$ cat config.mk
export PLATFORM = sky130hd
export DESIGN_NAME = soc_timer_flat
export DESIGN_NICKNAME = d
export VERILOG_FILES = /design/src/rtl/soc_timer_pkg.sv /design/src/rtl/SoC_MemBus.sv /design/src/rtl/soc_peripheral_controller.sv /design/src/rtl/soc_timer_channel.sv /design/src/rtl/soc_timer.sv /design/src/flat_wrapper.sv
export SDC_FILE = /design/constraint.sdc
export NUM_CORES = 1
export LEC_CHECK = 0
export ABC_AREA = 1
export BUFFER_PORTS_ARGS = -buffer_cell sky130_fd_sc_hd__clkbuf_2
export CAP_MARGIN = 0
export CORE_ASPECT_RATIO = 1.1
export CORE_UTILIZATION = 40
export DETAILED_ROUTE_END_ITERATION = 8
export GPL_TIMING_DRIVEN = 0
export SLEW_MARGIN = 40
export SYNTH_ARGS = -nofsm -noshare
export SYNTH_HDL_FRONTEND = slang
export SYNTH_SLANG_ARGS = --single-unit
export TNS_END_PERCENT = 10
$ cat constraint.sdc
create_clock -name clk -period 1.87 [get_ports clk]
set_input_delay 0.187 -clock clk [delete_from_list [all_inputs] [get_ports clk]]
set_output_delay 0.187 -clock clk [all_outputs]
set_load 0.01 [all_outputs]
$ cat src/rtl/soc_timer_pkg.sv
// soc_timer register map, bus access types and read-modify-write helper.
// SOC_TIMER_ONESHOT_EN widens the CONTROL write mask to include ONESHOT.
package soc_timer_pkg;

  localparam int unsigned TIMER_MAX_COUNT = 16;
  localparam int unsigned DATA_W          = 32;
  localparam int unsigned REG_ADDR_W      = 10;
  localparam int unsigned CTRL_W          = 3;
  localparam int unsigned CTRL_EN         = 0;
  localparam int unsigned CTRL_IRQ_EN     = 1;
  localparam int unsigned CTRL_ONESHOT    = 2;

`ifdef SOC_TIMER_ONESHOT_EN
  localparam logic [CTRL_W-1:0] CTRL_WMASK = 3'b111;
`else
  localparam logic [CTRL_W-1:0] CTRL_WMASK = 3'b011;
`endif

  typedef enum logic [1:0] {
    ACC_MAIN   = 2'd0,
    ACC_SET    = 2'd1,
    ACC_CLEAR  = 2'd2,
    ACC_TOGGLE = 2'd3
  } reg_access_t;

  typedef enum logic [3:0] {
    REG_CONTROL   = 4'd0,
    REG_PRESCALER = 4'd1,
    REG_TOP       = 4'd2,
    REG_COUNT     = 4'd3,
    REG_STATUS    = 4'd4
  } timer_conf_t;

  // Word address bits [11:2]: channel, register, access type.
  typedef struct packed {
    logic [3:0]  ch;
    timer_conf_t sel;
    reg_access_t acc;
  } timer_addr_t;

  function automatic logic [DATA_W-1:0] apply_access(input logic [DATA_W-1:0] cur,
                                                     input logic [DATA_W-1:0] data,
                                                     input reg_access_t acc);
    case (acc)
      ACC_SET:    apply_access = cur | data;
      ACC_CLEAR:  apply_access = cur & ~data;
      ACC_TOGGLE: apply_access = cur ^ data;
      default:    apply_access = data;
    endcase
  endfunction

endpackage

$ cat src/rtl/SoC_MemBus.sv
// SoC register bus: single-cycle write strobe, read request with delayed rdata/rvalid.
interface SoC_MemBus;
  logic [31:0] addr;
  logic        we;
  logic        re;
  logic [31:0] wdata;
  logic [31:0] rdata;
  logic        rvalid;

  modport Slave  (input addr, we, re, wdata, output rdata, rvalid);
  modport Master (output addr, we, re, wdata, input rdata, rvalid);
endinterface

$ cat src/rtl/soc_peripheral_controller.sv
// Peripheral bus front end: forwards writes, returns read data BUS_LATENCY cycles later.
module soc_peripheral_controller import soc_timer_pkg::*; #(
  parameter int unsigned BUS_LATENCY = 1
) (
  input  logic                  clk,
  input  logic                  rst_n,
  SoC_MemBus.Slave              bus,
  output logic [REG_ADDR_W-1:0] reg_addr_c,
  output logic                  we_c,
  output logic [DATA_W-1:0]     wdata_c,
  input  logic [DATA_W-1:0]     rdata_c
);

  logic [DATA_W-1:0] rd_pipe [BUS_LATENCY];
  logic              rv_pipe [BUS_LATENCY];
  logic              unused_addr;

  if (BUS_LATENCY < 1) begin : g_bad_latency
    $error("soc_peripheral_controller: BUS_LATENCY must be at least 1");
  end

  assign reg_addr_c  = bus.addr[REG_ADDR_W+1:2];
  assign unused_addr = ^{bus.addr[31:REG_ADDR_W+2], bus.addr[1:0]};
  assign we_c        = bus.we;
  assign wdata_c     = bus.wdata;
  assign bus.rdata   = rd_pipe[BUS_LATENCY-1];
  assign bus.rvalid  = rv_pipe[BUS_LATENCY-1];

  always_ff @(posedge clk or negedge rst_n) begin
    if (!rst_n) begin
      for (int k = 0; k < BUS_LATENCY; k++) begin
        rd_pipe[k] <= '0;
        rv_pipe[k] <= 1'b0;
      end
    end else begin
      rd_pipe[0] <= bus.re ? rdata_c : '0;
      rv_pipe[0] <= bus.re;
      for (int k = 1; k < BUS_LATENCY; k++) begin
        rd_pipe[k] <= rd_pipe[k-1];
        rv_pipe[k] <= rv_pipe[k-1];
      end
    end
  end

endmodule

$ cat src/rtl/soc_timer_channel.sv
// One timer channel: prescale counter, up-counter wrapping at TOP, optional one-shot stop.
// SOC_TIMER_ONESHOT_EN enables the EN clear request on a wrapping tick.
module soc_timer_channel import soc_timer_pkg::*; (
  input  logic              clk,
  input  logic              rst_n,
  input  logic              en,
  input  logic              oneshot,
  input  logic              restart,
  input  logic              load,
  input  logic [DATA_W-1:0] presc,
  input  logic [DATA_W-1:0] top_val,
  input  logic [DATA_W-1:0] load_val,
  output logic [DATA_W-1:0] count,
  output logic              wrap_c,
  output logic              clear_en_c
);

  logic [DATA_W-1:0] pc;
  logic              tick_c;

  assign tick_c = en && (pc == presc);
  // A software count load in the same cycle suppresses the tick entirely.
  assign wrap_c = tick_c && !load && (count >= top_val);

`ifdef SOC_TIMER_ONESHOT_EN
  assign clear_en_c = wrap_c && oneshot;
`else
  logic unused_oneshot;
  assign unused_oneshot = oneshot;
  assign clear_en_c     = 1'b0;
`endif

  always_ff @(posedge clk or negedge rst_n) begin
    if (!rst_n) begin
      pc    <= '0;
      count <= '0;
    end else if (load) begin
      count <= load_val;
      pc    <= '0;
    end else if (restart) begin
      pc <= '0;
    end else if (tick_c) begin
      pc    <= '0;
      count <= wrap_c ? '0 : count + DATA_W'(1);
    end else if (en) begin
      pc <= pc + DATA_W'(1);
    end
  end

endmodule

$ cat src/rtl/soc_timer.sv
// Memory-mapped multi-channel timer feeding the PWM controller's timer_counts.
// SOC_TIMER_ONESHOT_EN enables CONTROL.ONESHOT (see soc_timer_pkg / soc_timer_channel).
module soc_timer import soc_timer_pkg::*; #(
  parameter int unsigned BUS_LATENCY = 1,
  parameter int unsigned TIMER_COUNT = 1
) (
  input  logic                   clk,
  input  logic                   res,
  output logic [DATA_W-1:0]      timer_counts [TIMER_COUNT],
  output logic [TIMER_COUNT-1:0] irq,
  SoC_MemBus.Slave               mem_bus
);

  logic [REG_ADDR_W-1:0]  reg_addr_c;
  logic                   we_c;
  logic [DATA_W-1:0]      wdata_c;
  logic [DATA_W-1:0]      rdata_c;
  timer_addr_t            req;

  logic [CTRL_W-1:0]      ctrl_q  [TIMER_COUNT];
  logic [CTRL_W-1:0]      ctrl_d  [TIMER_COUNT];
  logic [DATA_W-1:0]      presc_q [TIMER_COUNT];
  logic [DATA_W-1:0]      presc_d [TIMER_COUNT];
  logic [DATA_W-1:0]      top_q   [TIMER_COUNT];
  logic [DATA_W-1:0]      top_d   [TIMER_COUNT];
  logic [DATA_W-1:0]      cur_val [TIMER_COUNT];
  logic [DATA_W-1:0]      wval    [TIMER_COUNT];
  logic [TIMER_COUNT-1:0] flag_q, flag_d, irq_d;
  logic [TIMER_COUNT-1:0] wr_hit, load, restart, wrap_c, clear_en_c;

  if (TIMER_COUNT < 1 || TIMER_COUNT > TIMER_MAX_COUNT) begin : g_bad_count
    $error("soc_timer: TIMER_COUNT must be 1..16");
  end

  soc_peripheral_controller #(.BUS_LATENCY(BUS_LATENCY)) u_bus (
    .clk        (clk),
    .rst_n      (res),
    .bus        (mem_bus),
    .reg_addr_c (reg_addr_c),
    .we_c       (we_c),
    .wdata_c    (wdata_c),
    .rdata_c    (rdata_c)
  );

  assign req = timer_addr_t'(reg_addr_c);

  // Addressed register per channel, used for read-back and SET/CLEAR/TOGGLE writes.
  always_comb begin
    for (int i = 0; i < TIMER_COUNT; i++) begin
      cur_val[i] = '0;
      case (req.sel)
        REG_CONTROL:   cur_val[i] = DATA_W'(ctrl_q[i]);
        REG_PRESCALER: cur_val[i] = presc_q[i];
        REG_TOP:       cur_val[i] = top_q[i];
        REG_COUNT:     cur_val[i] = timer_counts[i];
        REG_STATUS:    cur_val[i] = DATA_W'(flag_q[i]);
        default:       cur_val[i] = '0;
      endcase
      wval[i] = apply_access(cur_val[i], wdata_c, req.acc);
    end
  end

  always_comb begin
    rdata_c = '0;
    for (int i = 0; i < TIMER_COUNT; i++) begin
      if (req.ch == 4'(i) && req.acc == ACC_MAIN) rdata_c = cur_val[i];
    end
  end

  // Register next-state: software write first, then hardware EN clear and FLAG set win.
  always_comb begin
    for (int i = 0; i < TIMER_COUNT; i++) begin
      ctrl_d[i]  = ctrl_q[i];
      presc_d[i] = presc_q[i];
      top_d[i]   = top_q[i];
      flag_d[i]  = flag_q[i];
      load[i]    = 1'b0;
      restart[i] = 1'b0;
      wr_hit[i]  = we_c && (req.ch == 4'(i));
      if (wr_hit[i]) begin
        case (req.sel)
          REG_CONTROL: begin
            ctrl_d[i]  = wval[i][CTRL_W-1:0] & CTRL_WMASK;
            restart[i] = !ctrl_q[i][CTRL_EN] && wval[i][CTRL_EN];
          end
          REG_PRESCALER: presc_d[i] = wval[i];
          REG_TOP:       top_d[i]   = wval[i];
          REG_COUNT:     load[i]    = 1'b1;
          REG_STATUS:    flag_d[i]  = flag_q[i] & wval[i][0];
          default:       ;
        endcase
      end
      if (clear_en_c[i]) ctrl_d[i][CTRL_EN] = 1'b0;
      if (wrap_c[i])     flag_d[i] = 1'b1;
      irq_d[i] = flag_d[i] & ctrl_d[i][CTRL_IRQ_EN];
    end
  end

  always_ff @(posedge clk or negedge res) begin
    if (!res) begin
      for (int i = 0; i < TIMER_COUNT; i++) begin
        ctrl_q[i]  <= '0;
        presc_q[i] <= '0;
        top_q[i]   <= '0;
      end
      flag_q <= '0;
      irq    <= '0;
    end else begin
      for (int i = 0; i < TIMER_COUNT; i++) begin
        ctrl_q[i]  <= ctrl_d[i];
        presc_q[i] <= presc_d[i];
        top_q[i]   <= top_d[i];
      end
      flag_q <= flag_d;
      irq    <= irq_d;
    end
  end

  for (genvar g = 0; g < TIMER_COUNT; g++) begin : g_ch
    soc_timer_channel u_ch (
      .clk        (clk),
      .rst_n      (res),
      .en         (ctrl_q[g][CTRL_EN]),
      .oneshot    (ctrl_q[g][CTRL_ONESHOT]),
      .restart    (restart[g]),
      .load       (load[g]),
      .presc      (presc_q[g]),
      .top_val    (top_q[g]),
      .load_val   (wval[g]),
      .count      (timer_counts[g]),
      .wrap_c     (wrap_c[g]),
      .clear_en_c (clear_en_c[g])
    );
  end

endmodule

$ cat src/flat_wrapper.sv
// flat-port wrapper written by rule: the top's interface ports become plain ports
module soc_timer_flat import soc_timer_pkg::*;
#(
  parameter int unsigned BUS_LATENCY = 1,
  parameter int unsigned TIMER_COUNT = 1
)
  (clk, res, timer_counts, irq, mem_bus_addr, mem_bus_we, mem_bus_re, mem_bus_wdata, mem_bus_rdata, mem_bus_rvalid);
  SoC_MemBus mem_bus_i ();
  input  logic clk;
  input  logic res;
  output logic [DATA_W-1:0] timer_counts[TIMER_COUNT];
  output logic [TIMER_COUNT-1:0] irq;
  input wire logic [$bits(mem_bus_i.addr)-1:0] mem_bus_addr;
  input wire logic [$bits(mem_bus_i.we)-1:0] mem_bus_we;
  input wire logic [$bits(mem_bus_i.re)-1:0] mem_bus_re;
  input wire logic [$bits(mem_bus_i.wdata)-1:0] mem_bus_wdata;
  output wire logic [$bits(mem_bus_i.rdata)-1:0] mem_bus_rdata;
  output wire logic [$bits(mem_bus_i.rvalid)-1:0] mem_bus_rvalid;
  assign mem_bus_i.addr = mem_bus_addr;
  assign mem_bus_i.we = mem_bus_we;
  assign mem_bus_i.re = mem_bus_re;
  assign mem_bus_i.wdata = mem_bus_wdata;
  assign mem_bus_rdata = mem_bus_i.rdata;
  assign mem_bus_rvalid = mem_bus_i.rvalid;
  soc_timer #(.BUS_LATENCY(BUS_LATENCY), .TIMER_COUNT(TIMER_COUNT)) u_core (.clk(clk), .res(res), .timer_counts(timer_counts), .irq(irq), .mem_bus(mem_bus_i));
endmodule
==> metrics.md, run 1 <==
| Metric | Value |
|---|---|
| Status | `finished with violations` |
| Failing checks | `negative setup slack` |
| Post-synth top cells | `595 x nand2_1, 326 x inv_1, 165 x dfrtp_1` |
| Syn. warnings | `0` |
| Post-Syn Nets | `approximately 2000` |
| Via Count | `~12000` |
| Number of antenna violations at the first check in global routing | `0` |
| Worst Path Max Fanout | `6` |
| Async set-reset flop share out of synthesis | `1.00` |
| Max-slew violations | `0` |
| CP endpoint kind | `flip-flop` |
| Largest cells by area after synthesis | `dfrtp_1 34%, nand2_1 18%, inv_1 10%, ha_1 10%, nor2_1 4.9%` |
| Fin crit period | `approximately 2.1 ns` |
| Largest net degree at the start of global routing | `64` |
| Clk Latency, worst-skew pair | `~0.45 ns` |
| Final core utilization | `0.532` |
| First-pass GRT wire length | `approximately 67 mm` |
| GP Congestion | `approximately 1` |
| Top cell type by total area after synthesis | `dfrtp_1` |
| HP Class | `in -> reg` |
| CTS tree | `done` |
| Max-slew headroom | `0.113` |
| Syn avg cell area | `6.77 um2` |
| Post-synth EDFFs | `0` |
| Area Overhead vs Synth | `30.2%` |
| Number of global-route vias before repair | `between 10000 and 15000` |
| Final wirelength | `around 45 mm` |
| Leakage power | `approximately 8.4 nW` |
| Setup-failing EPs final | `75` |
| Root buf cell | `clkbuf_16` |
| MaxCap Viol Count | `0` |
| Placement Rows | `66` |
| Delay of the slowest critical-path stage | `a little under 0.5 ns` |
| Layout Nets | `2162` |
| Post-synthesis sequential area ratio | `0.341` |
| Pwr dens | `~660 mW/mm2` |
| Vias/cell | `between 5 and 6` |
| Post-route DRC violation count | `0` |
| Synthesized flop and latch total | `between 150 and 200` |
| Port buffer count | `111` |
| I/O pins | `~130` |
| Die Ht | `about 180 um` |
| H-tree levels | `4` |
| Final Hold Viols | `0` |
| Post-Syn Instances | `1791` |
| # diodes | `0` |
| DRT iter0 DRCs | `1004` |
| Grt total ovfl | `0` |
| Filler cell count | `around 2900` |
| Num CTS Buffers | `17` |
| Core Area | `0.0296 mm2` |
| Library cells used by synthesis | `40` |
| Most common cell in the netlist | `nand2_1` |
| Fin crit share | `1.12` |
| Worst slew pin tran | `1.33 ns` |
| Longest Clk Path Bufs | `2` |
| DR WL/cell | `around 19 um` |
| Unrepaired setup endpoints after global routing | `true` |
| Total power | `about 10 mW` |
| Slowest stage cell, crit path | `nor3_1` |
| Skew final | `0.0136 ns` |
| Clock transition at path regs | `approximately 0.070 ns` |
| Synth Cell Area | `between 0.01 and 0.015 mm2` |
| Die Area | `about 0.031 mm2` |
| Required @ worst endpoint | `2.20 ns` |
| Maximum vdd drop | `roughly 0.0005 V` |
| Clock sinks | `165` |
| Nature of the critical path startpoint | `flip-flop` |
| Post-synth top area share | `0.341` |
| Arr. time, crit path | `about 2.4 ns` |
| Initial Util | `0.409` |
| Worst path cell trace | `inv_1, nor3_1, nand2_1, nor3_1, xnor2_1, inv_1, nand2_1, nand2_1` |
| Number of nets with antenna violations after routing | `0` |
| Crit path top cell by count | `nand2_1` |
| DR pass1 iterations | `6` |
| Final WS setup | `-0.222 ns` |
| FMAX | `478 MHz` |
| Share of cells above drive strength 1 | `0.241` |
| Dpl hpwl | `~34 mm` |
| Main flop type after synthesis | `dfrtp_1` |
| Die X | `168 um` |
| GR Util All Layers | `0.289` |
| Kind of critical path | `reg -> reg` |
| Pre-CTS setup slack | `-0.995 ns` |
## layer usage
metal,track usage,up-vias,share of wire
li1,-,6022,-
met1,0.363,5955,0.43
met4,0.122,0,0.043
met5,0,-,0
met3,0.0427,92,0.053
met2,0.493,423,0.48
## metrics by stage
stage	hold slack, ns	TNS (ns)	cells	cell area [um2]
after floorplan	-0.109	-1.02	1791	12200
after global placement	0.316	-516.57	2276	13200
after detailed placement	0.168	-92.17	2278	13300
after CTS	0.116	-11.09	2350	14800
after global routing	0.134	-19.88	2384	15800
final	0.114	-10.83	2384	15800
## repair_timing
| action | 4_1_cts | 5_1_grt |
|---|---|---|
| hold endpoints to repair | 47 | 0 |
| endpoints found under the setup margin | 137 | 131 |
| resized for setup | 140 | 167 |
| pin swaps | 18 | 43 |
| buffers inserted | 36 | 34 |
| hold buffers | 2 | 0 |
| gates cloned | 2 | 2 |
## critical path: cells and delay by family, from the launching register on
kind                      cells  cell delay, ns
xor gates and xnor gates      1            0.19
buffers and inverters         2            0.17
DFF                           1            0.48
and+or+nand+nor               5            1.14
## path summary, 6_finish.rpt
path	slack, ns	endpoint	cells past startpoint	start
min in group asynchronous	0.24	u_core.g_ch[0].u_ch.pc[5]$_DFFE_PN0P_	2	res
setup reg to reg	-0.22	u_core.g_ch[0].u_ch.count[21]$_DFFE_PN0P_	8	u_core.g_ch[0].u_ch.count[7]$_DFFE_PN0P_
max in group asynchronous	0.60	u_core.g_ch[0].u_ch.count[29]$_DFFE_PN0P_	4	res
hold / removal	0.11	u_core.top_q[10]$_DFFE_PN0P_	3	mem_bus_wdata[10]
setup / recovery	-0.22	u_core.g_ch[0].u_ch.count[21]$_DFFE_PN0P_	8	u_core.g_ch[0].u_ch.count[7]$_DFFE_PN0P_
hold reg to reg	0.49	u_core.top_q[10]$_DFFE_PN0P_	2	u_core.top_q[10]$_DFFE_PN0P_
## area by class of cell
| class | instances | area, um2 | area share |
|---|---|---|---|
| clock inverters | 13 | 204 | 0.0129 |
| inverters | 336 | 1270 | 0.0802 |
| well taps | 374 | 468 | 0.0297 |
| plain buffers | 52 | 344 | 0.0218 |
| multi-input cells | 1237 | 7600 | 0.482 |
| clock buffers | 19 | 453 | 0.0287 |
| repair buffers | 188 | 1250 | 0.0790 |
| flip-flops and latches | 165 | 4190 | 0.266 |
## cell families after synthesis
logic type,share of synthesized area
mux,0.000826
buf+inv,0.125
compound gates,0.101
simple gates,0.299
fa+ha+maj,0.100
flops,0.341
xor+xnor,0.0332
## power breakdown
group | total [mW] | switching, mW | internal [mW]
clock network | 4.01 | 1.57 | 2.44
logic | 2.28 | 1.44 | 0.843
registers | 4.15 | 0.318 | 3.83
total | 10.4 | 3.33 | 7.11
## flip-flops by register name, summed over array words and instances (netlist names)
name and cells:
u_core.flag_q 1, u_core.irq 1, u_core.g_ch.u_ch.count 32, u_core.presc_q 32
u_core.ctrl_q 2, u_core.g_ch.u_ch.pc 32, u_core.u_bus.bus.rdata 32, u_core.top_q 32
u_core.u_bus.bus.rvalid 1
## placed cells by master (no fill, tap or decap), types with 12 or more instances in the layout
cell	count
a21oi_1	14
a221oi_2	16
buf_4	74
clkbuf_1	18
clkbuf_16	19
clkbuf_2	113
dfrtp_1	114
dfrtp_2	51
ha_1	80
ha_4	15
inv_1	304
inv_2	31
nand2_1	564
nand2_2	27
nand3_1	44
nand4_1	28
nor2_1	143
nor2_2	12
nor3_1	28
o2111ai_4	17
o21ai_0	83
o21ai_1	24
xor2_1	39
(Power assumes the default switching activity.)
==> run 2: changes to the inputs <==
SYNTH_HIERARCHICAL = 1   (was default)
==> metrics.md, run 2 <==
| Metric | Value |
|---|---|
| GP Congestion | `0.943 (-6.9%)` |
| Failing checks | `negative setup slack` |
| Port buffer count | `68 (-39%)` |
| FF-to-FF setup slack | `-0.81 ns (-0.59 ns)` |
| CP delay by family, top | `simple AND/OR/NAND/NOR gates` |
| Required @ worst endpoint | `2.21 ns (about the same)` |
| Worst slew pin tran | `0.721 ns (-0.609 ns)` |
| Post-Syn Nets | `2158 (+10%)` |
| Nature of the critical path startpoint | `flip-flop` |
| Clk Latency, worst-skew pair | `0.44 ns (about the same)` |
| Slowest stage cell, crit path | `dfrtp_2` |
| HP Class | `in -> reg` |
| Maximum vdd drop | `0.000541 V (+8.0%)` |
| Die Area | `0.0349 mm2 (+13%)` |
| Placed insts | `2494 (+9.5%)` |
| Most frequent cells in the layout | `656 x nand2_1, 286 x inv_1, 152 x dfrtp_1` |
| First-pass GRT wire length | `70.4 mm (+5.0%)` |
| Root buf cell | `clkbuf_16` |
| Grt total ovfl | `0 (unchanged)` |
| Crit path top cell by count | `nand2_4` |
| Multi-input gate area | `0.00767 mm2 (+0.92%)` |
| Unrepaired setup endpoints after global routing | `true` |
| Number of global-route vias before repair | `12700 (+6.3%)` |
| Reg2Reg Depth | `19 (+11)` |
| H-tree levels | `4 (unchanged)` |
| Num CTS Buffers | `17 (unchanged)` |
| Pre-CTS setup slack | `-1.63 ns (-0.637 ns)` |
| Hold worst-path end | `u_core/top_q[27]$_DFFE_PN0P_` |
| Skew final | `0.0109 ns (-0.00272 ns)` |
| Kind of critical path | `reg -> reg` |
| Status | `finished with violations` |
| DR pass1 iterations | `5 (-1)` |
| DRT iter0 DRCs | `799 (-20%)` |
| Final wirelength | `45.4 mm (+0.83%)` |
| Initial Util | `0.408 (-0.000610)` |
| Final WS setup | `-0.815 ns (-0.593 ns)` |
| Setup-failing EPs final | `68 (-9.3%)` |
| # diodes | `0 (unchanged)` |
| Layout Nets | `2274 (+5.2%)` |
| Number of antenna violations at the first check in global routing | `0 (unchanged)` |
| Worst path cell trace | `inv_2, o21ai_2, nor3_4, ha_1, nand3_2, nand2_2, o21ai_4, inv_2, nand2_4, nor2_4, nor2_8, nand2_4, nand2_4, nor2_4, nand2_2, nor3_4, buf_4, xor2_1, nor2_1` |
| Max-slew violations | `0 (unchanged)` |
| Placement Rows | `70 (+6.1%)` |
| I/O pins | `134 (unchanged)` |
| Leakage power | `8.86 nW (+5.2%)` |
| Post-route DRC violation count | `0 (unchanged)` |
| CTS tree | `done` |
| MaxCap Viol Count | `0 (unchanged)` |
| Via Count | `12900 (+3.5%)` |
| Area Overhead vs Synth | `15.4%` |
| Max-slew headroom | `0.515 (+0.402)` |
| Number of nets with antenna violations after routing | `0 (unchanged)` |
| Arr. time, crit path | `3.02 ns (+0.60 ns)` |
| Clock transition at path regs | `0.07 ns (about the same)` |
| Hold depth | `3 (unchanged)` |
| Pwr dens | `570 mW/mm2 (-14%)` |
| Post-Syn Instances | `1992 (+11%)` |
| Delay of the slowest critical-path stage | `0.43 ns (-0.06 ns)` |
| Filler cell count | `3423 (+20%)` |
| Final non-filler cell total | `2552 (+7.0%)` |
| Synth Cell Area | `0.0137 mm2 (+13%)` |
| Worst hold start | `mem_bus_wdata[27]` |
| Largest net degree at the start of global routing | `65 (+1.6%)` |
| Die Ht | `196 um (+6.1%)` |
| Total power | `8.99 mW (-14%)` |
| Vias/cell | `5.07 (-3.3%)` |
| GR Util All Layers | `0.268 (-0.0208)` |
| Bufs and invs on worst path | `3 (+1)` |
| RR Startpoint | `u_core/g_ch[0].u_ch/count[0]$_DFFE_PN0P_` |
| Fin crit share | `1.44 (+0.317)` |
| Share of cells above drive strength 1 | `0.223 (-0.0187)` |
| Core Area | `0.0335 mm2 (+13%)` |
| Syn. warnings | `6 (+6)` |
| Reg2reg end | `u_core/g_ch[0].u_ch/pc[19]$_DFFE_PN0P_` |
| CP endpoint kind | `flip-flop` |
| Longest Clk Path Bufs | `2 (unchanged)` |
| DR WL/cell | `17.8 um (-5.8%)` |
| Dpl hpwl | `35.9 mm (+4.6%)` |
| Storage element area | `0.00415 mm2 (-1.1%)` |
| Worst Path Max Fanout | `4 (-2)` |
| Clock sinks | `165 (unchanged)` |
| Syn avg cell area | `6.86 um2 (+1.3%)` |
| Final Hold Viols | `0 (unchanged)` |
| FMAX | `372 MHz (-22%)` |
| Fin crit period | `2.68 ns (+0.593 ns)` |
| Commonest non-fill, non-tap cell in the layout | `nand2_1` |
| Die X | `178 um (+6.1%)` |
-- run 2: changes by cell type in the layout (fill, tap and decap cells not counted), moves of 35 or more --
cell and delta:
clkbuf_2 -46, dfrtp_2 -38, nand3_1 +66, dfrtp_1 +38, inv_2 +35, o21ai_0 -49, nand2_1 +92
-- run 2: where the power goes --
part | internal (mW) | switching (mW)
sequential | 3.68 | 0.164
clock | 2.19 | 1.60
combinational | 0.490 | 0.868
-- run 2: repair_timing --
item / CTS / global route
hold buffers: 2 / 0
pin swaps: 16 / 9
endpoints found under the setup margin: 78 / 88
resized for setup: 42 / 41
cloned: 0 / 1
hold endpoints to repair: 45 / 0
setup buffers: 17 / 7
-- run 2: area by class of cell --
cell class / instances / share of cell area
well taps: 432 / 0.0343
clock buffers: 19 / 0.0287
inverters: 361 / 0.0863
clock inverters: 12 / 0.0106
multi-input cells: 1361 / 0.487
flip-flops and latches: 165 / 0.263
plain buffers: 105 / 0.0501
repair buffers: 97 / 0.0402
-- run 2: through the flow --
step / utilization / instance area [um2] / hold WS, ns / setup TNS (ns)
after floorplan: - / 13700 / -0.109 / -38.07
after global placement: 0.436 / 14600 / 0.430 / -534.05
after detailed placement: 0.438 / 14600 / 0.157 / -101.73
after CTS: 0.465 / 15600 / 0.00812 / -41.69
after global routing: 0.471 / 15800 / 0.0313 / -51.89
final: 0.471 / 15800 / 0.0243 / -45.67
-- run 2: per-layer routing --
metal	global-route usage	share of wire	up-vias
met4	0.105	0.035	0
met1	0.331	0.42	6150
met2	0.473	0.50	369
met5	0	0	-
met3	0.0300	0.041	80
li1	-	-	6331
-- run 2: how the worst max path moves through the flow --
stage,startpoint,to,depth (start not counted)
CTS,u_core/g_ch[0].u_ch/count[0]$_DFFE_PN0P_,u_core/g_ch[0].u_ch/pc[19]$_DFFE_PN0P_,19
finish,u_core/g_ch[0].u_ch/count[0]$_DFFE_PN0P_,u_core/g_ch[0].u_ch/pc[19]$_DFFE_PN0P_,19
global placement,res,u_core/g_ch[0].u_ch/count[11]$_DFFE_PN0P_,1
detailed placement,mem_bus_addr[6],u_core/g_ch[0].u_ch/pc[23]$_DFFE_PN0P_,24
global route,u_core/presc_q[0]$_DFFE_PN0P_,u_core/g_ch[0].u_ch/pc[11]$_DFFE_PN0P_,17
floorplan,mem_bus_addr[6],u_core/g_ch[0].u_ch/pc[21]$_DFFE_PN0P_,24
-- run 2: worst min-delay path, cell delays in order --
cell and delay (ns):
buf_4 0.09, a21oi_2 0.07, o21ai_2 0.09
